[config.mk]
export PLATFORM = sky130hd
export DESIGN_NAME = sdram_frame_writer_flat
export DESIGN_NICKNAME = d
export VERILOG_FILES = /design/src/rtl/sdram_frame_writer_if.sv /design/src/rtl/sdram_frame_writer.sv /design/src/flat_wrapper.sv
export SDC_FILE = /design/constraint.sdc
export NUM_CORES = 1
export LEC_CHECK = 0
export BUFFER_PORTS_ARGS = -buffer_cell sky130_fd_sc_hd__clkbuf_2
export CORE_AREA = 2 2 102 104
export DETAILED_ROUTE_END_ITERATION = 10
export DIE_AREA = 0 0 104 106
export MAX_ROUTING_LAYER = met4
export SLEW_MARGIN = 20
export SYNTH_ARGS = -nofsm -noshare
export SYNTH_HDL_FRONTEND = slang
export SYNTH_SLANG_ARGS = --single-unit
[constraint.sdc]
create_clock -name CLK -period 4.04 [get_ports CLK]
set_clock_uncertainty 0.15 [all_clocks]
set_input_delay 0.202 -clock CLK [delete_from_list [all_inputs] [get_ports CLK]]
set_output_delay 0.202 -clock CLK [all_outputs]
set_load 0.01 [all_outputs]
[src/rtl/sdram_frame_writer_if.sv]
// Pixel-stream input and dual write-FIFO output bundle for sdram_frame_writer.
// The master side is the frame writer; the slave side is the camera/FIFO environment.
interface sdram_frame_writer_if;
    logic        iFVAL;
    logic        iDVAL;
    logic [9:0]  iRED;
    logic [9:0]  iGREEN;
    logic [9:0]  iBLUE;
    logic        iWR1_FULL;
    logic        iWR2_FULL;
    logic [15:0] oWR1_DATA;
    logic        oWR1;
    logic [15:0] oWR2_DATA;
    logic        oWR2;
    logic        oWR_LOAD;

    modport master (
        input  iFVAL, iDVAL, iRED, iGREEN, iBLUE, iWR1_FULL, iWR2_FULL,
        output oWR1_DATA, oWR1, oWR2_DATA, oWR2, oWR_LOAD
    );

    modport slave (
        output iFVAL, iDVAL, iRED, iGREEN, iBLUE, iWR1_FULL, iWR2_FULL,
        input  oWR1_DATA, oWR1, oWR2_DATA, oWR2, oWR_LOAD
    );
endinterface

[src/rtl/sdram_frame_writer.sv]
// Splits 30-bit RGB pixels across two 16-bit SDRAM write FIFOs, reloads the FIFOs
// in vertical blanking before each frame and reports per-frame capture status.
module sdram_frame_writer #(
    parameter int FRAME_PIXELS = 307200,
    parameter int LOAD_CYCLES  = 4,
    parameter int PCNT_W       = 19
) (
    input  logic                  CLK,
    input  logic                  RESET,
    input  logic                  iENABLE,
    sdram_frame_writer_if.master  pix,
    output logic                  oFRAME_DONE,
    output logic                  oFRAME_OK,
    output logic                  oOVERFLOW,
    output logic [15:0]           oFRAME_CNT,
    output logic [PCNT_W-1:0]     oPIX_CNT
);
    typedef enum logic [2:0] {IDLE, LOAD, ARMED, ACTIVE, DROP} state_t;

    localparam logic [PCNT_W-1:0] FRAME_LEN = PCNT_W'(FRAME_PIXELS);
    localparam logic [3:0]        LOAD_LAST = 4'(LOAD_CYCLES - 1);

    state_t              state_q, state_d;
    logic                fval_q, fval_d;
    logic [3:0]          load_cnt_q, load_cnt_d;
    logic                wr_load_q, wr_load_d;
    logic                wr_q, wr_d;
    logic [15:0]         wr1_data_q, wr1_data_d;
    logic [15:0]         wr2_data_q, wr2_data_d;
    logic                done_q, done_d;
    logic                ok_q, ok_d;
    logic                overflow_q, overflow_d;
    logic                frame_err_q, frame_err_d;
    logic [15:0]         frame_cnt_q, frame_cnt_d;
    logic [PCNT_W-1:0]   pix_cnt_q, pix_cnt_d;

    logic                rise, fall, qual, full, start, finish, good;
    logic [PCNT_W-1:0]   cnt_base;

    always_comb begin
        rise        = pix.iFVAL & ~fval_q;
        fall        = ~pix.iFVAL & fval_q;
        qual        = pix.iFVAL & pix.iDVAL;
        full        = pix.iWR1_FULL | pix.iWR2_FULL;
        start       = 1'b0;
        finish      = 1'b0;
        good        = 1'b0;
        state_d     = state_q;
        fval_d      = pix.iFVAL;
        load_cnt_d  = load_cnt_q;
        wr_load_d   = 1'b0;
        wr_d        = 1'b0;
        wr1_data_d  = wr1_data_q;
        wr2_data_d  = wr2_data_q;
        done_d      = 1'b0;
        ok_d        = ok_q;
        overflow_d  = overflow_q;
        frame_err_d = frame_err_q;
        frame_cnt_d = frame_cnt_q;
        pix_cnt_d   = pix_cnt_q;

        case (state_q)
            IDLE: begin
                // Only start the reload sequence in blanking so a frame is never joined mid-way.
                if (iENABLE && !pix.iFVAL) begin
                    state_d    = LOAD;
                    wr_load_d  = 1'b1;
                    load_cnt_d = '0;
                end
            end
            LOAD: begin
                if (rise) begin
                    state_d = DROP;
                end else if (load_cnt_q == LOAD_LAST) begin
                    state_d = ARMED;
                end else begin
                    wr_load_d  = 1'b1;
                    load_cnt_d = load_cnt_q + 4'd1;
                end
            end
            ARMED: begin
                if (!iENABLE) begin
                    state_d = IDLE;
                end else if (rise) begin
                    state_d     = ACTIVE;
                    start       = 1'b1;
                    frame_err_d = 1'b0;
                    pix_cnt_d   = '0;
                end
            end
            ACTIVE:  finish = fall;
            DROP:    finish = fall;
            default: state_d = IDLE;
        endcase

        // The rise cycle already counts as ACTIVE so its pixel is not lost.
        cnt_base = start ? '0 : pix_cnt_q;
        if ((state_q == ACTIVE || start) && qual) begin
            if (full) begin
                overflow_d  = 1'b1;
                frame_err_d = 1'b1;
                state_d     = DROP;
            end else if (cnt_base < FRAME_LEN) begin
                wr_d       = 1'b1;
                wr1_data_d = {1'b0, pix.iGREEN[9:5], pix.iBLUE};
                wr2_data_d = {1'b0, pix.iGREEN[4:0], pix.iRED};
                pix_cnt_d  = cnt_base + PCNT_W'(1);
            end else begin
                frame_err_d = 1'b1;
            end
        end

        if (finish) begin
            good   = (state_q == ACTIVE) && !frame_err_q && (pix_cnt_q == FRAME_LEN);
            done_d = 1'b1;
            ok_d   = good;
            if (good) frame_cnt_d = frame_cnt_q + 16'd1;
            if (iENABLE) begin
                state_d    = LOAD;
                wr_load_d  = 1'b1;
                load_cnt_d = '0;
            end else begin
                state_d = IDLE;
            end
        end
    end

    always_ff @(posedge CLK) begin
        if (RESET) begin
            state_q     <= IDLE;
            fval_q      <= 1'b0;
            load_cnt_q  <= '0;
            wr_load_q   <= 1'b0;
            wr_q        <= 1'b0;
            wr1_data_q  <= '0;
            wr2_data_q  <= '0;
            done_q      <= 1'b0;
            ok_q        <= 1'b0;
            overflow_q  <= 1'b0;
            frame_err_q <= 1'b0;
            frame_cnt_q <= '0;
            pix_cnt_q   <= '0;
        end else begin
            state_q     <= state_d;
            fval_q      <= fval_d;
            load_cnt_q  <= load_cnt_d;
            wr_load_q   <= wr_load_d;
            wr_q        <= wr_d;
            wr1_data_q  <= wr1_data_d;
            wr2_data_q  <= wr2_data_d;
            done_q      <= done_d;
            ok_q        <= ok_d;
            overflow_q  <= overflow_d;
            frame_err_q <= frame_err_d;
            frame_cnt_q <= frame_cnt_d;
            pix_cnt_q   <= pix_cnt_d;
        end
    end

    assign pix.oWR1      = wr_q;
    assign pix.oWR2      = wr_q;
    assign pix.oWR1_DATA = wr1_data_q;
    assign pix.oWR2_DATA = wr2_data_q;
    assign pix.oWR_LOAD  = wr_load_q;
    assign oFRAME_DONE   = done_q;
    assign oFRAME_OK     = ok_q;
    assign oOVERFLOW     = overflow_q;
    assign oFRAME_CNT    = frame_cnt_q;
    assign oPIX_CNT      = pix_cnt_q;
endmodule

[src/flat_wrapper.sv]
// flat-port wrapper written by rule: the top's interface ports become plain ports
module sdram_frame_writer_flat 
#(
    parameter int FRAME_PIXELS = 307200,
    parameter int LOAD_CYCLES  = 4,
    parameter int PCNT_W       = 19
)
  (CLK, RESET, iENABLE, oFRAME_DONE, oFRAME_OK, oOVERFLOW, oFRAME_CNT, oPIX_CNT, pix_iFVAL, pix_iDVAL, pix_iRED, pix_iGREEN, pix_iBLUE, pix_iWR1_FULL, pix_iWR2_FULL, pix_oWR1_DATA, pix_oWR1, pix_oWR2_DATA, pix_oWR2, pix_oWR_LOAD);
  sdram_frame_writer_if pix_i ();
  input  logic CLK;
  input  logic RESET;
  input  logic iENABLE;
  output logic oFRAME_DONE;
  output logic oFRAME_OK;
  output logic oOVERFLOW;
  output logic [15:0] oFRAME_CNT;
  output logic [PCNT_W-1:0] oPIX_CNT;
  input wire logic [$bits(pix_i.iFVAL)-1:0] pix_iFVAL;
  input wire logic [$bits(pix_i.iDVAL)-1:0] pix_iDVAL;
  input wire logic [$bits(pix_i.iRED)-1:0] pix_iRED;
  input wire logic [$bits(pix_i.iGREEN)-1:0] pix_iGREEN;
  input wire logic [$bits(pix_i.iBLUE)-1:0] pix_iBLUE;
  input wire logic [$bits(pix_i.iWR1_FULL)-1:0] pix_iWR1_FULL;
  input wire logic [$bits(pix_i.iWR2_FULL)-1:0] pix_iWR2_FULL;
  output wire logic [$bits(pix_i.oWR1_DATA)-1:0] pix_oWR1_DATA;
  output wire logic [$bits(pix_i.oWR1)-1:0] pix_oWR1;
  output wire logic [$bits(pix_i.oWR2_DATA)-1:0] pix_oWR2_DATA;
  output wire logic [$bits(pix_i.oWR2)-1:0] pix_oWR2;
  output wire logic [$bits(pix_i.oWR_LOAD)-1:0] pix_oWR_LOAD;
  assign pix_i.iFVAL = pix_iFVAL;
  assign pix_i.iDVAL = pix_iDVAL;
  assign pix_i.iRED = pix_iRED;
  assign pix_i.iGREEN = pix_iGREEN;
  assign pix_i.iBLUE = pix_iBLUE;
  assign pix_i.iWR1_FULL = pix_iWR1_FULL;
  assign pix_i.iWR2_FULL = pix_iWR2_FULL;
  assign pix_oWR1_DATA = pix_i.oWR1_DATA;
  assign pix_oWR1 = pix_i.oWR1;
  assign pix_oWR2_DATA = pix_i.oWR2_DATA;
  assign pix_oWR2 = pix_i.oWR2;
  assign pix_oWR_LOAD = pix_i.oWR_LOAD;
  sdram_frame_writer #(.FRAME_PIXELS(FRAME_PIXELS), .LOAD_CYCLES(LOAD_CYCLES), .PCNT_W(PCNT_W)) u_core (.CLK(CLK), .RESET(RESET), .iENABLE(iENABLE), .pix(pix_i), .oFRAME_DONE(oFRAME_DONE), .oFRAME_OK(oFRAME_OK), .oOVERFLOW(oOVERFLOW), .oFRAME_CNT(oFRAME_CNT), .oPIX_CNT(oPIX_CNT));
endmodule
* After elaboration in Yosys (flattened, before gate mapping) *
Index checks and enable logic that the tools add are counted.

word-level totals
  bits in latches = 0
  memories kept = 0
  bits in read-only memories = 0
  output and inout bits = 73
  register bits = 79
  input bits = 37
  RAM bits = 0
  logic and storage cells = 85

operators by class
  shift operators = 0
  reduce and logical (&&, ||, !) cells = 13
  div/mod/pow operators = 0
  bitwise gates (word level) = 8
  add/sub/neg operators = 3
  equality and inequality tests = 6
  multipliers = 0
  $lt $le $gt $ge = 1
  multiplexer cells = 41

operator list
  cell                     number
  $mux W19                 7
  $mux W3                  8
  $mux W4                  5
  $add A19 B1 Y19 const B  1
  $eq A19 B19 Y1 const B   1
  $lt A19 B19 Y1 const B   1
  $mux W1                  18
  $add A16 B1 Y16 const B  1
  $pmux W3 S4              1
  $pmux W4 S2              1
  $eq A3 B2 Y1 const B     2
  $add A4 B1 Y4 const B    1
  $eq A4 B2 Y1 const B     1
  $logic_and A1 B1 Y1      4
  $not A1 Y1               4
  $reduce_and A2 Y1        2
  $and A1 B1 Y1            3
  $eq A3 B1 Y1 const B     1
  $eq A3 B3 Y1 const B     1
  $logic_not A3 Y1         1
  $reduce_and A3 Y1        1
  $reduce_or A3 Y1         1
  $logic_not A1 Y1         2
  $pmux W1 S2              1
  3 further kinds          3

* Longest topological paths before layout *
  depth after elaboration = 10
  depth in mapped cells = 10

* Worst setup path after synthesis *
OpenSTA, ideal clock, no wires.

  kind = flip-flop to flip-flop
  start = register u_core.state_q[0]
  end = register u_core.pix_cnt_q[14], in the netlist u_core.oPIX_CNT[14]
  library setup time = 0.116 ns
  arrival time = 2.600 ns
  setup slack = 1.174 ns
  path buffers = 2
  cell stages (with the launch flop) = 11
  path through = dfxtp_1 clkbuf_1 nor2b_1 nand2_1 clkbuf_1 and2_1 ha_1 nand4_1 nor4_1 a21oi_1 a31o_2

between the ends
  cells in the longest elaborated chain, start to end = 7
  elaborated cells on any way between the ends = 12

ends and longest elaborated chain
  item                                               line                                                  RTL
  start: declaration                                 sdram_frame_writer.sv:23                              state_t state_q, state_d;
  start signal: assignment                           sdram_frame_writer.sv:144                             state_q <= state_d;
  $eq A3 B2 Y1                                       sdram_frame_writer.sv:62                              case (state_q)
  $mux W1                                            sdram_frame_writer.sv:62
  $mux W19                                           sdram_frame_writer.sv:97                              cnt_base = start ? '0 : pix_cnt_q;
  $add A19 B1 Y19 or $lt A19 B19 Y1 (tied branches)  sdram_frame_writer.sv:107, sdram_frame_writer.sv:103
  $mux W19                                           sdram_frame_writer.sv:103                             end else if (cnt_base < FRAME_LEN) begin
  $mux W19                                           sdram_frame_writer.sv:99                              if (full) begin
  $mux W19 (*)                                       sdram_frame_writer.sv:98                              if ((state_q == ACTIVE || start) && qual) begin
  end signal: assignment                             sdram_frame_writer.sv:156                             pix_cnt_q <= pix_cnt_d;
  end: declaration                                   sdram_frame_writer.sv:35                              logic [PCNT_W-1:0] pix_cnt_q, pix_cnt_d;

Mark *: on every way between the ends. The rest lies on a longest branch, timed or not.
A chain may end at the register's enable or synchronous reset.

* Worst setup path after layout *
  start = input port pix_iFVAL
  end = register u_core.pix_cnt_q[16], in the netlist u_core.oPIX_CNT[16]

between the ends
  cells in the longest elaborated chain, start to end = 9
  elaborated cells on any way between the ends = 16

ends and longest elaborated chain
  item                                               line                                                  RTL
  start: declaration                                 flat_wrapper.sv:18                                    input wire logic [$bits(pix_i.iFVAL)-1:0] pix_iFVAL;
  $and A1 B1 Y1                                      sdram_frame_writer.sv:41                              rise = pix.iFVAL & ~fval_q;
  $mux W1                                            sdram_frame_writer.sv:84                              end else if (rise) begin
  $mux W1                                            sdram_frame_writer.sv:82                              if (!iENABLE) begin
  $mux W1                                            sdram_frame_writer.sv:62
  $mux W19                                           sdram_frame_writer.sv:97
  $add A19 B1 Y19 or $lt A19 B19 Y1 (tied branches)  sdram_frame_writer.sv:107, sdram_frame_writer.sv:103
  $mux W19                                           sdram_frame_writer.sv:103
  $mux W19                                           sdram_frame_writer.sv:99
  $mux W19 (*)                                       sdram_frame_writer.sv:98

Marked as above.

==> flow_summary_export.csv <==
group,metric,value,unit
worst_setup_path,cp_max_fo,14,
worst_setup_path,path_cells,"dlygate4sd3_1 -> clkbuf_2 -> and4bb_2 -> nand2_1 -> and2_1 -> ha_1 -> nand4_1 -> nor4_1 -> a21oi_1 -> a31o_2",
timing,max_freq,0.316,GHz
clocking,clk_pin_slew,0.08,ns
timing,finalSetupTns,0,ns
worst_setup_path,slowest_stage,"nor4_1",
synthesis,ys_seq_area_frac,0.452,
timing,relSlewSlack,0.310,
synthesis,syn_inst,424,
final_layout,layout.nets,596,
power_and_ir_drop,p_per_area,299,mW/mm^2
clocking,cts_hold_buffers,32,
final_layout,area_growth,31.9,%
clocking,numCtsBuffers,9,
worst_setup_path,worstSetupPathType,"input port to flip-flop",
power_and_ir_drop,ir_drop,0.129,mV
worst_setup_path,critPathLaunchType,"input port",
clocking,cts_tree,"built",
timing,setup_viol,0,
synthesis,yosysWarnings,0,
clocking,cts_htree_levels,3,
worst_setup_path,endpoint_kind,"flip-flop",
timing,hold_violations,0,
routing,wl_per_cell,14.0,um
timing,timing.final.crit_share,0.784,
placement,port_buffers,107,
worst_setup_path,critPathBufInv,2,
floorplan,ios,110,
power_and_ir_drop,power,1380,uW
power_and_ir_drop,p_leak,0.00184,uW
worst_setup_path,critPathMaxStageDelay,0.74,ns
clocking,cts.sinks,79,
synthesis,postSynth.asyncResetShare,0,
run_status,status,"finished, final reports clean",
routing,vias,3546,
routing,wl,9740,um
placement,gp_congestion,0.797,
clocking,post_cts_resized,0,
timing,rsz0062_at_grt,"false",
job,cap_violations,0,
routing,ant_nets,0,
final_layout,drive_gt1_frac,0.246,
synthesis,synth_flop_cell,"dfxtp_1",
floorplan,start_util,0.350,
floorplan,die_h,106,um
global_routing,overflow,0,
clocking,cts_max_path_buffers,2,
routing,drt_iter0_drc,128,
synthesis,yosys.cell_types.count,51,
worst_hold_path,worstHoldPathType,"input port to flip-flop",
global_routing,grt_max_degree,61,
global_routing,grt_pass1_wl,15800,um
clocking,postCtsSetupBuffers,0,
worst_setup_path,cpLargestDelayFamily,"simple AND/OR/NAND/NOR gates",
global_routing,first_global_vias,3422,
global_routing,antenna_found_initial,0,
floorplan,fp.dieW,104,um
synthesis,synth-edff-count,0,
clocking,clockRootBuffer,"clkbuf_8",
placement,hpwl,6450,um
timing,min_period,3.17,ns
floorplan,row_count,37,
routing,vias_per_cell,5.09,
global_routing,grt.total_usage,0.178,
timing,tightestPinTransition,1.03,ns
synthesis,syn_area_per_cell,8.25,um^2
final_layout,n_antenna_cell,0,
synthesis,synth_seq_cells,79,
routing,drc,0,
floorplan,core,0.0100,mm^2
worst_setup_path,arrival,3.26,ns
timing,slew_viol_final,0,
synthesis,synthesis.area,0.00350,mm^2
floorplan,dieArea,0.0110,mm^2
clocking,clock_latency,0.35,ns
worst_setup_path,cp.required,4.13,ns
routing,first_pass_iters,4,
==> power breakdown <==
group | internal, uW | switching, uW
logic | 42.7 | 37.0
clock network | 221 | 293
registers | 781 | 4.04
total | 1040 | 334
==> path summary, 6_finish.rpt <==
kind                            cells past startpoint                    start                       to  slack (ns)
worst max-delay path                               10                pix_iFVAL      u_core.oPIX_CNT[16]        0.87
worst max register to register                      8        u_core.state_q[0]      u_core.oPIX_CNT[16]        0.90
worst min-delay path                                4            pix_iWR1_FULL       u_core.oPIX_CNT[0]        0.15
worst min register to register                      2  u_core.pix.oWR2_DATA[1]  u_core.pix.oWR2_DATA[1]        0.31
==> synthesized netlist by cell type, types with 4 or more instances <==
library cell / n / area share
nand2_1: 86 / 0.092
dfxtp_1: 79 / 0.45
a21oi_1: 57 / 0.082
nor2_1: 25 / 0.027
nand3_1: 16 / 0.023
clkbuf_1: 15 / 0.016
o21ai_0: 12 / 0.017
xnor2_1: 9 / 0.023
and3_1: 8 / 0.014
nor4_1: 8 / 0.014
o31ai_1: 8 / 0.017
or3_1: 8 / 0.014
nor2b_1: 7 / 0.013
or4_1: 7 / 0.015
and2_1: 6 / 0.011
a31o_2: 5 / 0.013
nand4_1: 5 / 0.0089
inv_1: 4 / 0.0043
nor3_1: 4 / 0.0057
==> cell type report <==
cell class	count	area, um^2
Clock buffer	10	128
Clock inverter	6	37.5
Fill cell	1004	5390
Inverter	4	15.0
Multi-Input combinational cell	320	1800
Sequential cell	79	1580
Tap cell	136	170
Timing Repair Buffer	142	878
==> layout by cell type (no fill, tap or decap), types with 8 or more instances in the layout <==
cell type / synthesis / routed
or3_1: 8 / 8
o31ai_1: 8 / 8
and3_1: 8 / 8
nand2_1: 86 / 86
nor4_1: 8 / 8
nor2_1: 25 / 25
nand3_1: 16 / 16
xnor2_1: 9 / 9
o21ai_0: 12 / 12
dlygate4sd3_1: 0 / 32
clkbuf_8: 0 / 9
clkbuf_2: 0 / 107
a21oi_1: 57 / 56
dfxtp_1: 79 / 79
==> state kept, by name (all words and copies together) (netlist names) <==
register	cells
u_core.oPIX_CNT	19
u_core.oFRAME_CNT	16
u_core.pix.oWR1_DATA	15
u_core.pix.oWR2_DATA	15
u_core.load_cnt_q	4
u_core.state_q	3
u_core.frame_err_q	1
u_core.fval_q	1
u_core.oFRAME_DONE	1
u_core.oFRAME_OK	1
u_core.oOVERFLOW	1
u_core.pix.oWR1	1
u_core.pix.oWR_LOAD	1
==> metrics by stage <==
step / cell area, um^2 / hold slack [ns] / instances / utilization / setup WS [ns]
6_report: 4610 / 0.152 / 697 / 0.461 / 0.871
5_1_grt: 4610 / 0.169 / 697 / 0.461 / 0.611
4_1_cts: 4610 / 0.133 / 697 / 0.461 / 0.936
3_5_place_dp: 4130 / 0.280 / 649 / 0.413 / 0.963
3_3_place_gp: 4130 / 0.274 / 649 / 0.413 / 1.09
2_1_floorplan: 3500 / 0.136 / 425 / - / 1.17
==> cell families (layout without fill, tap and decap cells) <==
group | Yosys count | after routing | synth area share
AO/OA/AOI/OAI | 102 | 102 | 0.177
XOR/XNOR | 10 | 10 | 0.0250
adder cells (fa/ha/maj) | 3 | 3 | 0.0107
buffers and inverters | 26 | 162 | 0.0343
flip-flops | 79 | 79 | 0.452
multiplexers | 6 | 6 | 0.0182
other | 1 | 2 | 0.00107
AND/OR/NAND/NOR | 197 | 197 | 0.282
==> per-layer routing <==
layer  up-vias  GRT usage  routed length (um)
li1       1765          -                   -
met1      1641      0.215                4430
met2       122      0.291                4580
met3        18     0.0374                 551
met4         0     0.0695                 184
met5         -          -                   0
==> tightest hold or removal path: stages <==
cell and delay [ns]:
clkbuf_2 0.09, nor2_1 0.08, a32oi_1 0.18, nor2_1 0.05
Note: power is estimated with default switching activity, not from simulation.
